--- src/rtl/tower_draw_scheduler.sv ---
// Tower placement scheduler: validates requests, queues them and sequences the 20x20 sprite drawer.
// Optional draw timeout with sticky err is enabled by defining TOWER_SCHED_TIMEOUT_EN.
module tower_draw_scheduler #(
    parameter int GRID_W     = 8,
    parameter int GRID_H     = 6,
    parameter int FIFO_DEPTH = 4,
    parameter int TIMEOUT    = 511
) (
    input  logic                     clk,
    input  logic                     resetn,
    input  logic                     req_valid,
    output logic                     req_ready,
    input  logic [3:0]               req_gx,
    input  logic [3:0]               req_gy,
    output logic                     req_reject,
    input  logic                     clr,
    output logic [3:0]               drw_gx,
    output logic [3:0]               drw_gy,
    output logic                     drw_en,
    input  logic                     drw_done,
    output logic                     plot,
    output logic                     busy,
    output logic [GRID_W*GRID_H-1:0] occ_map,
    output logic [5:0]               tower_count,
    output logic                     err,
    output logic [1:0]               o_dbg_state
);

    localparam int CELLS = GRID_W * GRID_H;
    localparam int IDXW  = $clog2(CELLS);
    localparam int PW    = $clog2(FIFO_DEPTH);

    typedef enum logic [1:0] {
        S_IDLE = 2'd0,
        S_LOAD = 2'd1,
        S_DRAW = 2'd2,
        S_GAP  = 2'd3
    } state_t;

    state_t           r_state;
    state_t           w_state_nxt;
    logic [7:0]       r_fifo [FIFO_DEPTH];
    logic [PW-1:0]    r_wr_ptr;
    logic [PW-1:0]    r_rd_ptr;
    logic [PW:0]      r_fifo_cnt;
    logic             w_fifo_full;
    logic             w_fifo_empty;
    logic             w_push;
    logic             w_pop;
    logic             r_clr_pend;
    logic             w_clr_apply;
    logic             w_hs;
    logic             w_in_range;
    logic             w_occ_hit;
    logic             w_accept;
    logic             w_reject;
    logic [IDXW-1:0]  w_idx;
    logic [CELLS-1:0] r_occ;
    logic [CELLS-1:0] w_occ_set;
    logic [5:0]       r_count;
    logic [3:0]       r_drw_gx;
    logic [3:0]       r_drw_gy;
    logic             r_plot;
    logic             r_reject;
    logic [1:0]       r_mask_cnt;
    logic             w_done_seen;
    logic             w_timeout;

    // Request handshake: a transfer happens on any cycle where req_valid && req_ready;
    // req_gx/req_gy are only meaningful while req_valid is high.
    assign w_fifo_empty = (r_fifo_cnt == '0);
    assign w_fifo_full  = (r_fifo_cnt == (PW+1)'(FIFO_DEPTH));
    assign req_ready    = !w_fifo_full && !r_clr_pend;
    assign w_hs         = req_valid && req_ready;

    // A clear seen mid-draw waits for GAP so the drawer is never cut off.
    assign w_clr_apply = (clr && (r_state != S_DRAW)) || (r_clr_pend && (r_state == S_GAP));

    assign w_in_range = ({1'b0, req_gx} < 5'(GRID_W)) && ({1'b0, req_gy} < 5'(GRID_H));
    assign w_idx      = IDXW'(req_gy) * IDXW'(GRID_W) + IDXW'(req_gx);
    assign w_occ_hit  = w_in_range && r_occ[w_idx];
    assign w_accept   = w_hs && !w_clr_apply && w_in_range && !w_occ_hit;
    assign w_reject   = w_hs && !w_clr_apply && !(w_in_range && !w_occ_hit);
    assign w_occ_set  = w_accept ? (CELLS'(1) << w_idx) : '0;
    assign w_push     = w_accept;
    assign w_pop      = (r_state == S_IDLE) && !w_fifo_empty && !w_clr_apply;

    // The drawer can leave done high from its previous sprite; ignore it for two DRAW cycles.
    assign w_done_seen = (r_state == S_DRAW) && drw_done && (r_mask_cnt == 2'd2);

    always_comb begin
        w_state_nxt = r_state;
        drw_en      = 1'b0;
        case (r_state)
            S_IDLE: if (w_pop) w_state_nxt = S_LOAD;
            S_LOAD: w_state_nxt = w_clr_apply ? S_IDLE : S_DRAW;
            S_DRAW: begin
                drw_en = resetn;
                if (w_done_seen || w_timeout) w_state_nxt = S_GAP;
            end
            S_GAP:   w_state_nxt = S_IDLE;
            default: w_state_nxt = S_IDLE;
        endcase
    end

    always_ff @(posedge clk) begin
        if (!resetn) r_state <= S_IDLE;
        else         r_state <= w_state_nxt;
    end

    always_ff @(posedge clk) begin
        if (w_push) r_fifo[r_wr_ptr] <= {req_gx, req_gy};
    end

    always_ff @(posedge clk) begin
        if (!resetn || w_clr_apply) begin
            r_wr_ptr   <= '0;
            r_rd_ptr   <= '0;
            r_fifo_cnt <= '0;
            r_occ      <= '0;
            r_count    <= '0;
        end else begin
            if (w_push) r_wr_ptr <= r_wr_ptr + PW'(1);
            if (w_pop)  r_rd_ptr <= r_rd_ptr + PW'(1);
            case ({w_push, w_pop})
                2'b10:   r_fifo_cnt <= r_fifo_cnt + (PW+1)'(1);
                2'b01:   r_fifo_cnt <= r_fifo_cnt - (PW+1)'(1);
                default: r_fifo_cnt <= r_fifo_cnt;
            endcase
            r_occ <= r_occ | w_occ_set;
            if (w_accept) r_count <= r_count + 6'd1;
        end
    end

    always_ff @(posedge clk) begin
        if (!resetn) begin
            r_drw_gx   <= '0;
            r_drw_gy   <= '0;
            r_plot     <= 1'b0;
            r_reject   <= 1'b0;
            r_clr_pend <= 1'b0;
            r_mask_cnt <= '0;
        end else begin
            if (w_pop) {r_drw_gx, r_drw_gy} <= r_fifo[r_rd_ptr];
            // Plot trails drw_en by one cycle for the drawer RAM, and stops once DRAW is left.
            r_plot   <= (r_state == S_DRAW) && (w_state_nxt == S_DRAW);
            r_reject <= w_reject;
            if (w_clr_apply)                        r_clr_pend <= 1'b0;
            else if (clr && (r_state == S_DRAW))    r_clr_pend <= 1'b1;
            if (r_state != S_DRAW)                  r_mask_cnt <= '0;
            else if (r_mask_cnt != 2'd2)            r_mask_cnt <= r_mask_cnt + 2'd1;
        end
    end

`ifdef TOWER_SCHED_TIMEOUT_EN
    logic [8:0] r_to_cnt;
    logic       r_err;

    assign w_timeout = (r_state == S_DRAW) && (r_to_cnt == 9'(TIMEOUT - 1));
    assign err       = r_err;

    always_ff @(posedge clk) begin
        if (!resetn) begin
            r_to_cnt <= '0;
            r_err    <= 1'b0;
        end else begin
            r_to_cnt <= (r_state == S_DRAW) ? r_to_cnt + 9'd1 : 9'd0;
            if (w_clr_apply)    r_err <= 1'b0;
            else if (w_timeout) r_err <= 1'b1;
        end
    end
`else
    assign w_timeout = 1'b0;
    assign err       = 1'b0;
`endif

    assign req_reject  = r_reject;
    assign drw_gx      = r_drw_gx;
    assign drw_gy      = r_drw_gy;
    assign plot        = r_plot;
    assign busy        = (r_state != S_IDLE) || !w_fifo_empty;
    assign occ_map     = r_occ;
    assign tower_count = r_count;
    assign o_dbg_state = r_state;

endmodule

--- config.mk ---
export PLATFORM = sky130hd
export DESIGN_NAME = tower_draw_scheduler
export DESIGN_NICKNAME = d
export VERILOG_FILES = /design/src/rtl/tower_draw_scheduler.sv
export SDC_FILE = /design/constraint.sdc
export NUM_CORES = 1
export LEC_CHECK = 0
export ABC_CLOCK_PERIOD_IN_PS = 4200
export BUFFER_PORTS_ARGS = -buffer_cell sky130_fd_sc_hd__buf_4
export CORE_UTILIZATION = 52
export DETAILED_ROUTE_END_ITERATION = 8
export PLACE_DENSITY = 0.75
export SLEW_MARGIN = 5
export SYNTH_ARGS = -nofsm -noshare
export SYNTH_HDL_FRONTEND = slang
export SYNTH_SLANG_ARGS = --single-unit
--- constraint.sdc ---
create_clock -name clk -period 4.2 [get_ports clk]
set_input_delay 0.42 -clock clk [delete_from_list [all_inputs] [get_ports clk]]
set_output_delay 0.42 -clock clk [all_outputs]
set_load 0.03 [all_outputs]
# [Word-level counts from Yosys, hierarchy flattened]
# Memories as Yosys holds them, arrays and structs flattened. A register that Yosys moved wholly into a read port is not among the register bits.
# Cells that the tools add are included.
[word_totals] regBits=68 latch_bits=0 ramBits=32 mem_bits_ro=0 out_inout_bits=70 n_memories=1
[op_classes] n_addsub=7 multipliers=0 div=0 magnitude_cmp=3 eq_ne=10 shifts=1 muxes=11 bitwise_logic=2 reduce_logical=34
[mem_list] name="r_fifo" depth=4 word_bits=8 rd=1 rd_ports_with_merged_regs=1 write_ports=1 line="42" text="logic [7:0] r_fifo [FIFO_DEPTH];"
[ops] op="$mux W48" n=1
[ops] op="$or A48 B48 Y48" n=1
[ops] op="$shl A1 B6 Y48 const A" n=1
[ops] op="$logic_and A1 B1 Y1" n=17
[ops] op="$eq A2 B2 Y1 const B" n=5
[ops] op="$logic_not A1 Y1" n=8
[ops] op="$pmux W2 S4" n=1
[ops] op="$lt A6 B7 Y1 const B" n=1
[ops] op="$add A2 B1 Y2 const B" n=3
[ops] op="$add A6 B1 Y6 const B" n=1
[ops] op="$add A6 B4 Y6" n=1
[ops] op="$bmux W1 S6" n=1
[ops] op="$mux W2" n=3
[ops] op="$pmux W3 S2" n=1
[ops] op="$eq A2 B1 Y1 const B" n=2
[ops] op="$lt A4 B3 Y1 const B" n=1
[ops] op="$lt A4 B4 Y1 const B" n=1
[ops] op="$mux W1" n=4
[ops] op="$ne A2 B2 Y1 const B" n=2
[ops] op="$reduce_bool A2 Y1" n=2
[ops] op="$reduce_or A2 Y1" n=2
[ops] op="$add A3 B1 Y3 const B" n=1
[ops] op="$eq A3 B3 Y1 const B" n=1
[ops] op="$logic_not A3 Y1" n=1
[ops] op="other kinds (4)" n=6

# [Logic depth before layout (Yosys ltp)]
# Gate-level depths: netlist (run 1).
[depth] word_depth=9 depth_mapped=15 mapped_depth_nobuf=14

# [Worst setup path after synthesis (run 1)]
# OpenSTA, ideal clock, no wires.
[synth_path] kind="in2reg" startpoint="input port req_gx[3]" endpoint="register r_fifo_cnt[2]" setup_ns=0.071 t_arrival_ns=2.951 required_time_ns=4.129 setup_slack_ns=1.178 cell_stages=15 path_buffers=1 cell_sequence="ha_1 > ha_1 > xnor2_1 > nor2b_1 > nand4_1 > nand4_1 > buf_2 > nor2_1 > inv_1 > ha_1 > inv_1 > fa_1 > xor2_1 > or3_1 > a21oi_1"
[synth_via] elab_chain_cells=8 word_cells_on_any_way=13 cone_classes="1 x add/sub; 1 x order compare; 2 x eq/ne; 3 x mux; 6 x reduce/logical"
[synth_rtl] item="start: declaration" line="13" text="input logic [3:0] req_gx,"
[synth_rtl] item="$add A6 B4 Y6" line="80" text="assign w_idx = IDXW'(req_gy) * IDXW'(GRID_W) + IDXW'(req_gx);"
[synth_rtl] item="$bmux W1 S6" line="81" text="assign w_occ_hit = w_in_range && r_occ[w_idx];"
[synth_rtl] item="$mux W1 (implied by the code)" line="81"
[synth_rtl] item="$logic_and A1 B1 Y1" line="81"
[synth_rtl] item="$logic_not A1 Y1" line="82" text="assign w_accept = w_hs && !w_clr_apply && w_in_range && !w_occ_hit;"
[synth_rtl] item="$logic_and A1 B1 Y1 *" line="82"
[synth_rtl] item="$eq A2 B1 Y1 or $eq A2 B2 Y1 (tied branches)" line="125" text="case ({w_push, w_pop})"
[synth_rtl] item="$pmux W3 S2 or $reduce_bool A2 Y1 (tied branches)"
[synth_rtl] item="end signal: assignment" line="126" text="2'b10: r_fifo_cnt <= r_fifo_cnt + (PW+1)'(1);"
[synth_rtl] item="end signal: assignment" line="127" text="2'b01: r_fifo_cnt <= r_fifo_cnt - (PW+1)'(1);"
[synth_rtl] item="end signal: assignment" line="128" text="default: r_fifo_cnt <= r_fifo_cnt;"
[synth_rtl] item="end: declaration" line="45" text="logic [PW:0] r_fifo_cnt;"
# Every way passes the cells marked *; elsewhere a longest branch is shown, timed or not. The select of a mux whose other input is x is not followed.
# A chain may end at the register's enable or synchronous reset.

# [Worst setup path after layout (run 1)]
# Same ends and word-level chain as after synthesis.

==> flow_summary.yaml, run 1 <==
clock_network:
  cts_sinks: 108
  post_cts_buffers: 0
  cts_resized: 0
  htree_levels: 3
  clk_pin_slew_ps: 100
  clock_latency_ps: 370
  clock_path_buffers: 2
  cts_tree: "built"
  ctsHoldBuffers: 0
  cts_inserted_buffers: 9
  cts-root-buf: "clkbuf_8"
timing:
  holdWs_ps: 227
  setup_violations: 0
  tightest_slew_ps: 1080
  tns_ps: 0
  slew_headroom_pct: 28.1
  max_freq_ghz: 0.330
  slew_viol_final: 0
  skew_ps: 14.4
  hold_viol: 0
  finalCritPeriodShare_pct: 72.1
  fin_crit_ps: 3030
  fin_ws_ps: 1170
  grt_setup_unrepaired: "no"
drt:
  wl_um: 10100
  vias_per_cell: 6.03
  drt_first_pass_iters: 4
  routed-via-count: 3407
  drtIter0Drc: 185
  drcViolationCount: 0
  drt-wirelength-per-cell_um: 17.9
  antenna_left: 0
run:
  maxCapViolations: 0
synthesis:
  synth-main-ff-cell: "dfxtp_1"
  synth_edf_count: 32
  yosysTopAreaCell: "dfxtp_1"
  syn_area_um2: 4600
  synthArstFlopShare_pct: 0
  synth_fp_nets: 413
  yosysMostFrequentCell: "dfxtp_1"
  ys_seq_area_share_pct: 54.0
  yosysWarnings: 0
  yosysTopAreaCellShare_pct: 33.1
  synthTopCellsByCount: "76 x dfxtp_1, 48 x a32o_1, 32 x edfxtp_1, 27 x nand2_1, 23 x nor2_1"
  avgSynthCellArea_um2: 11.8
  syn_inst: 390
  synth_area_leaders: "dfxtp_1 33%, edfxtp_1 21%, a32o_1 10%, mux4_2 6.4%, mux2i_1 2.8%"
  synth.distinct_cells: 50
  ys_ff_latch: 108
global_route:
  grt_pass1_vias: 3192
  busiest_layer: "met2"
  globalRouteMet2Util_pct: 37.3
  grt-ovfl-total: 0
  grtUsageMet1_pct: 29.2
  grtUsageMet3_pct: 4.34
  grt_max_degree: 51
  antenna_found_initial: 0
  grt_usage_pct: 22.7
  grt_pass1_wl_um: 15800
critical_path:
  end_kind: "flop"
  critPathMaxFanout: 14
  critPathKind: "input pin to flop"
  required_ps: 4510
  start_kind: "input pin"
  slowest_stage: "fa_1"
  path_common_cell: "ha_1"
  crit_path_cell_trace: "buf_4 > ha_1 > ha_1 > xnor2_1 > nor2b_1 > nand4_1 > nand4_1 > buf_4 > nor2_1 > inv_1 > ha_1 > inv_1 > fa_1 > xor2_1 > or3_1 > a21oi_1"
  arrival_ps: 3340
  critPathMaxStageDelay_ps: 370
place:
  postPlaceCellArea_um2: 5220
  place_congestion: 0.906
  pre_cts_ws_ps: 836
  dp_cells: 549
  numPortBuffers: 81
  dp_hpwl_um: 6950
floorplan:
  die_w_um: 96.0
  core_area_um2: 8380
  rows: 33
  die_h_um: 96.0
  io_pins: 83
  die-area_um2: 9220
  initial_core_util_pct: 54.8
power:
  peakVddDrop_mv: 0.228
  cellPowerDensity_nw_per_um2: 342
  p_leak_uw: 0.00204
cells_and_area:
  syn2layout_area_growth_pct: 18.1
  nets: 478
  final_area_um2: 5430
  drive_above_1_share_pct: 25.9
  diodes: 0
  stdcell_count: 565
min_path:
  hp-class: "input pin to flop"
run_status:
  status: "finished, final reports clean"
stage by stage:
step | utilization (%) | power (µW)
2_1_floorplan | - | 1190
3_3_place_gp | 62.3 | 1220
3_5_place_dp | 62.3 | 1220
4_1_cts | 64.8 | 1860
5_1_grt | 64.8 | 1920
6_report | 64.8 | 1850
worst paths after layout:
check                         startpoint                         end  slack (ps)  cells after the start
setup reg to reg  occ_map[13]$_SDFF_PP0_  r_fifo_cnt[2]$_SDFFE_PP0P_        1470                     13
setup / recovery               req_gx[3]  r_fifo_cnt[2]$_SDFFE_PP0P_        1170                     16
hold / removal                  drw_done             plot$_SDFF_PN0_         230                      2
hold reg to reg   drw_gx[3]$_SDFFE_PN0P_      drw_gx[3]$_SDFFE_PN0P_         450                      2
logic make-up after synthesis:
kind of cell | after synthesis | synth area share (%)
xor gates and xnor gates | 6 | 1.14
muxes | 26 | 9.20
DFF | 108 | 54.0
AOI/OAI and AO/OA | 98 | 17.7
other | 1 | 0.0816
and+or+nand+nor | 98 | 10.8
buffers and inverters | 43 | 4.22
adders and majority gates | 10 | 2.89
metal layers:
layer  vias to the layer above  share of wire (%)
met4                         0                1.8
met2                       130                 48
met3                        14                6.5
li1                       1624                  -
met5                         -                  0
met1                      1639                 43
cell usage in the layout (no fill, tap or decap), types with 2 or more instances in the layout:
cell        n
and3_1      5
and2_1      2
nand4_1     2
o21ai_0     3
clkbuf_8   11
buf_4      85
a21oi_1    16
mux2i_1    13
nand3_1    10
ha_1        9
o31ai_1     4
nor2b_1     5
nand2_1    27
or4_1       5
a2bb2oi_1   3
and4_1      3
nor3_1      7
o21a_1      2
xor2_1      4
a211oi_1    2
a21boi_0    2
a32o_1     48
o21ai_1     4
xnor2_1     2
mux4_2     13
inv_1      11
edfxtp_1   32
or3_1       2
a21boi_1    8
nor2_1     22
dfxtp_1    76
sequential cells by signal, indices dropped and copies added, names as in the netlist, 2 cells and up:
register and cells:
r_rd_ptr 2, r_fifo_cnt 3, r_wr_ptr 2, o_dbg_state 2
tower_count 6, r_mask_cnt 2, r_fifo 32, occ_map 48
drw_gy 4, drw_gx 4
critical path, delay by kind of cell:
family	cells	cell delay (ps)
adders and majority gates	4	910
buffers and inverters	4	450
xor gates and xnor gates	2	430
AOI/OAI and AO/OA	1	140
and+or+nand+nor	5	990
layout make-up:
cell class              instances  area (µm²)
inverters                      12        45.0
clock inverters                 5        57.6
fillers                       684        2950
repair buffers                 85         638
clock buffers                  11         151
multi-input cells             239        1920
well taps                     105         131
flip-flops and latches        108        2480
report_power, final:
part / leakage, µW / total [µW] / switching, µW / internal, µW
combinational: 0.00104 / 125 / 87.1 / 38.1
sequential: 0.000900 / 1080 / 1.84 / 1070
clock: 0.000106 / 653 / 343 / 310
Power figures use the tool's default switching activity.
==> run 2, diff against run 1 <==
ABC_CLOCK_PERIOD_IN_PS = 2800   (was 4200)
clock period = 2.8 ns   (was 4.2 ns; I/O delays follow)
==> run 2 against run 1 <==
- setup slack lost 910 ps
- sequential share of layout area shrank 0.85 points
- sequential power grew 49%
- global-route usage grew 0.77 points
- flip-flop and latch count is the same
- worst hold slack lost 130 ps
==> flow_summary.yaml, run 2 (synthesis gave the netlist of run 1 again) <==
run_status:
  status: "finished, final reports clean"
power:
  p_switching_uw: 620
  p_leak_uw: 0.00211
  p_seq_share_pct: 59.4
  internal-power_uw: 2100
  p_comb_share_pct: 7.7
  peakVddDrop_mv: 0.272
  power_uw: 2720
  sw_frac_of_total_pct: 22.8
  clockPowerShare_pct: 32.9
  cellPowerDensity_nw_per_um2: 492
floorplan:
  die_h_um: 96.0
  initial_core_util_pct: 54.8
  die-area_um2: 9220
  die_w_um: 96.0
  core_area_um2: 8380
  rows: 33
  io_pins: 83
critical_path:
  start_kind: "input pin"
  r2r_end: "r_fifo_cnt[2]$_SDFFE_PP0P_"
  critPathMaxStageDelay_ps: 370
  r2r_cells: 12
  r2r-start: "occ_map[6]$_SDFF_PP0_"
  rrSetupSlack_ps: 320
  end_kind: "flop"
  slowest_stage: "fa_1"
  crit_path_cell_trace: "buf_4 > ha_1 > ha_1 > xnor2_2 > nor2b_4 > nand4_1 > nand4_1 > nor2_1 > inv_1 > ha_1 > inv_1 > fa_1 > xor2_1 > or3_1 > a21oi_1"
  path_common_cell: "ha_1"
  critPathMaxFanout: 5
  critPathKind: "input pin to flop"
  arrival_ps: 2830
  required_ps: 3090
min_path:
  hold_start: "drw_done"
  hold_path_depth: 2
  whs_endpoint: "plot$_SDFF_PN0_"
  hp-class: "input pin to flop"
drt:
  wl_um: 10300
  antenna_left: 0
  drcViolationCount: 0
  vias_per_cell: 6.08
  drt_first_pass_iters: 5
  drt-wirelength-per-cell_um: 17.9
  routed-via-count: 3513
  drtIter0Drc: 206
cells_and_area:
  diodes: 0
  nets: 491
  finish.utilization_pct: 66.0
  drive_above_1_share_pct: 27.5
  largest_reg_flops: 48
  final_cell_mix: "97 x buf_4, 76 x dfxtp_1, 48 x a32o_1, 32 x edfxtp_1, 27 x nand2_1"
  syn2layout_area_growth_pct: 20.3
  final_common_cell: "buf_4"
timing:
  slew_headroom_pct: 34.9
  fin_ws_ps: 260
  tightest_slew_ps: 973
  hold_viol: 0
  max_freq_ghz: 0.394
  tns_ps: 0
  fin_crit_ps: 2540
  skew_ps: 8.74
  grt_setup_unrepaired: "no"
  slew_viol_final: 0
  finalCritPeriodShare_pct: 90.7
  setup_violations: 0
clock_network:
  cts_tree: "built"
  cts_inserted_buffers: 9
  clock_path_buffers: 2
  cts_sinks: 108
  cts-root-buf: "clkbuf_8"
  clock_latency_ps: 360
  clk_pin_slew_ps: 90
  htree_levels: 3
global_route:
  antenna_found_initial: 0
  grt_max_degree: 50
  grt_usage_pct: 23.5
  grt-ovfl-total: 0
  grt_pass1_wl_um: 16200
  grt_pass1_vias: 3264
place:
  dp_hpwl_um: 7290
  pre_cts_ws_ps: -111
  numPortBuffers: 81
  place_congestion: 0.920
run:
  maxCapViolations: 0
[run 2: cell types whose count changed in the layout (fill, tap and decap cells not counted), moves of 2 or more]
cell      change
buf_4        +12
clkbuf_1      +3
clkbuf_8      -2
clkinv_4      +2
[run 2: stage by stage]
step           hold slack [ps]  instances  instance area, µm²
2_1_floorplan              376        390                4610
3_3_place_gp               442        562                5340
3_5_place_dp               447        562                5340
4_1_cts                   90.8        578                5530
5_1_grt                   90.0        578                5530
6_report                   102        578                5530
[run 2: routing by layer]
metal / up-vias / wire, µm / track usage (%)
li1: 1654 / - / -
met5: - / 0 / 0
met2: 115 / 5160 / 40.3
met4: 0 / 132 / 7.71
met3: 16 / 596 / 5.21
met1: 1728 / 4450 / 29.2
[run 2: area by class of cell]
type / count / area, µm²
multi-input combinational: 239 / 1940
inverter: 12 / 45.0
clock buffer: 12 / 135
sequential: 108 / 2480
timing repair buffer: 98 / 748
fill: 657 / 2850
tap: 105 / 131
clock inverter: 4 / 51.3
[run 2: critical path, delay by kind of cell]
| family | cells | cell delay, ps |
|---|---|---|
| AOI/OAI and AO/OA | 1 | 130 |
| xor gates and xnor gates | 2 | 390 |
| and+or+nand+nor | 5 | 850 |
| buffers and inverters | 3 | 240 |
| adders and majority gates | 4 | 920 |
[run 2: worst max-delay path by stage]
stage	slack (ps)	startpoint	end
2_1_floorplan	10	req_gx[3]	r_fifo_cnt[2]$_SDFFE_PP0P_
3_3_place_gp	-2	req_gx[3]	r_fifo_cnt[2]$_SDFFE_PP0P_
3_5_place_dp	-110	req_gx[3]	r_fifo_cnt[2]$_SDFFE_PP0P_
4_1_cts	250	req_gx[3]	r_fifo_cnt[2]$_SDFFE_PP0P_
5_1_grt	20	req_gx[3]	r_fifo_cnt[2]$_SDFFE_PP0P_
6_report	260	req_gy[0]	r_fifo_cnt[2]$_SDFFE_PP0P_
[run 2: what timing repair did]
action                                  CTS  global route
gates resized for setup                   0             1
endpoints found under the hold margin     0             0
endpoints found under the setup margin    0             1
hold buffers                              0             0
buffers inserted                          0             0
[run 2: power by group through the flow]
stage                     Combinational, µW  Sequential, µW  Clock (µW)
after global placement                  201            1650           0
final                                   209            1610         896
after global routing                    226            1620         976
after detailed placement                204            1650           0
after floorplan                         132            1650           0
after CTS                               205            1610         914
==> run 3, diff against run 2 <==
ABC_CLOCK_PERIOD_IN_PS = 2200   (was 2800)
CORE_UTILIZATION = 50   (was 52)
PLACE_DENSITY = 0.76   (was 0.75)
SKIP_CTS_REPAIR_TIMING = 1   (was not set)
clock period = 2.2 ns   (was 2.8 ns; I/O delays follow)
==> run 3 against run 2 <==
- the run now ends with DRC, setup timing left
- power is 32% higher
- non-clock buffer count is 71 higher
- highest routed layer unchanged
- die area increased by 3.9%
- final cell count grew 13%
- wire length grew 12%
- worst hold slack got worse by 76 ps
- flip-flop and latch count unchanged
- combinational power increased by 59%
- via count rose by 8.2%
- critical path depth decreased by 3
- largest cell class unchanged
- clock skew is 4.6 ps higher
- sequential share of layout area shrank 5.0 points
- critical path type is now flop to flop
==> flow_summary.yaml, run 3 (synthesis gave the netlist of run 1 again) <==
critical_path:
  critPathKind: "flop to flop"
  rrSetupSlack_ps: -150
  required_ps: 2510
  cpLargestDelayFamily: "simple AND/OR/NAND/NOR gates"
  path_common_cell: "nand4_1"
  start_kind: "flop"
  crit_path_cell_trace: "mux4_2 > a2bb2oi_2 > nand4_1 > nand4_1 > nor2_1 > inv_1 > ha_4 > inv_2 > fa_2 > xor2_1 > or3_1 > a21oi_2"
  critPathMaxFanout: 2
  slowest_stage: "mux4_2"
  end_kind: "flop"
  arrival_ps: 2660
  worst-path-buf-inv: 2
  critPathMaxStageDelay_ps: 480
cells_and_area:
  drive_above_1_share_pct: 45.6
  diodes: 0
  nets: 562
  nFillCells: 633
  final_common_cell: "buf_4"
  largest_reg_flops: 48
  final_cell_mix: "163 x buf_4, 52 x dfxtp_1, 48 x a32o_1, 32 x edfxtp_1, 27 x nand2_1"
  syn2layout_area_growth_pct: 37.0
  final_area_um2: 6300
timing:
  finalCritPeriodShare_pct: 107
  slew_viol_final: 0
  tns_ps: -269
  fin_crit_ps: 2350
  hold_viol: 0
  tightest_slew_ps: 614
  slew_headroom_pct: 59.1
  fin_ws_ps: -152
  max_freq_ghz: 0.425
  grt_setup_unrepaired: "yes"
  skew_ps: 13.3
  setup_violations: 2
floorplan:
  die_w_um: 97.9
  io_pins: 83
  core_area_um2: 8810
  die-area_um2: 9580
  die_h_um: 97.9
  initial_core_util_pct: 52.2
  rows: 34
power:
  internal-power_uw: 2720
  peakVddDrop_mv: 0.375
  clockPowerShare_pct: 33.8
  power_uw: 3600
  cellPowerDensity_nw_per_um2: 571
  sw_frac_of_total_pct: 24.4
  p_comb_share_pct: 9.2
  p_switching_uw: 880
  p_leak_uw: 0.00252
  p_seq_share_pct: 57.0
global_route:
  grt_usage_pct: 24.8
  grt_max_degree: 50
  grt_pass1_vias: 3740
  grt_pass1_wl_um: 18500
  antenna_found_initial: 0
  grt-ovfl-total: 0
place:
  numPortBuffers: 81
  dp_hpwl_um: 8390
  place_congestion: 0.907
  postPlaceCellArea_um2: 6020
drt:
  routed-via-count: 3801
  drt_first_pass_iters: 7
  drtIter0Drc: 138
  antenna_left: 0
  wl_um: 11600
  drt-wirelength-per-cell_um: 17.7
  vias_per_cell: 5.83
  drcViolationCount: 7
clock_network:
  clock_path_buffers: 2
  cts_tree: "built"
  htree_levels: 3
  cts_sinks: 108
  cts-root-buf: "clkbuf_8"
  clk_pin_slew_ps: 110
  cts_inserted_buffers: 9
  clock_latency_ps: 370
min_path:
  hp-class: "input pin to flop"
run_status:
  status: "complete, but fails checks"
  violations: "DRC, setup timing"
run:
  maxCapViolations: 0
## run 3: cell types whose count changed in the layout (fill, tap and decap cells not counted), sizes merged
cell,previous run,this run
inv,12,14
clkinv,3,1
clkbuf,12,9
buf,98,169
clkinvlp,0,3
## run 3: per-stage QoR
stage / setup WS [ps] / instances / util (%) / hold slack [ps]
final: -152 / 652 / 71.5 / 25.7
after global routing: -253 / 652 / 71.5 / 17.5
after global placement: -365 / 634 / 68.4 / 410
after CTS: -163 / 650 / 70.6 / 5.58
after detailed placement: -438 / 634 / 68.4 / 418
after floorplan: -318 / 390 / - / 316
## run 3: metal layers
layer	share of wire [%]	vias to the layer above	track usage [%]
li1	-	1793	-
met1	41	1870	28.7
met2	53	123	45.7
met3	4.9	15	4.65
met4	1.3	0	8.74
met5	0	-	0
## run 3: worst paths after layout
path | from | end | depth (start not counted)
worst max-delay path | occ_map[15]$_SDFF_PP0_ | r_fifo_cnt[2]$_SDFFE_PP0P_ | 12
worst min-delay path | drw_done | plot$_SDFF_PN0_ | 2
worst max register to register | occ_map[15]$_SDFF_PP0_ | r_fifo_cnt[2]$_SDFFE_PP0P_ | 12
worst min register to register | drw_gx[0]$_SDFFE_PN0P_ | drw_gx[0]$_SDFFE_PN0P_ | 2
## run 3: power groups by stage
stage                     clock network (µW)  registers, µW  logic [µW]
after floorplan                            0           2100         187
after global placement                     0           2100         310
after detailed placement                   0           2100         317
after CTS                               1250           2050         318
after global routing                    1310           2050         353
final                                   1220           2050         332
## run 3: area by class of cell
| type | instances | area (µm²) | area share (%) |
|---|---|---|---|
| clock buffers | 9 | 124 | 1.97 |
| clock inverters | 7 | 73.8 | 1.17 |
| inverters | 12 | 45.0 | 0.715 |
| multi-input cells | 239 | 2060 | 32.8 |
| flip-flops and latches | 108 | 2510 | 39.9 |
| well taps | 108 | 135 | 2.14 |
| repair buffers | 169 | 1340 | 21.3 |
## run 3: worst register-to-register path, cell delays in order, from the launching register on
cell       delay [ps]
dfxtp_2           340
mux4_2            480
a2bb2oi_2         150
nand4_1           110
nand4_1           130
nor2_1            100
inv_1              80
ha_4              160
inv_2              50
fa_2              180
xor2_1             60
or3_1             320
a21oi_2           120
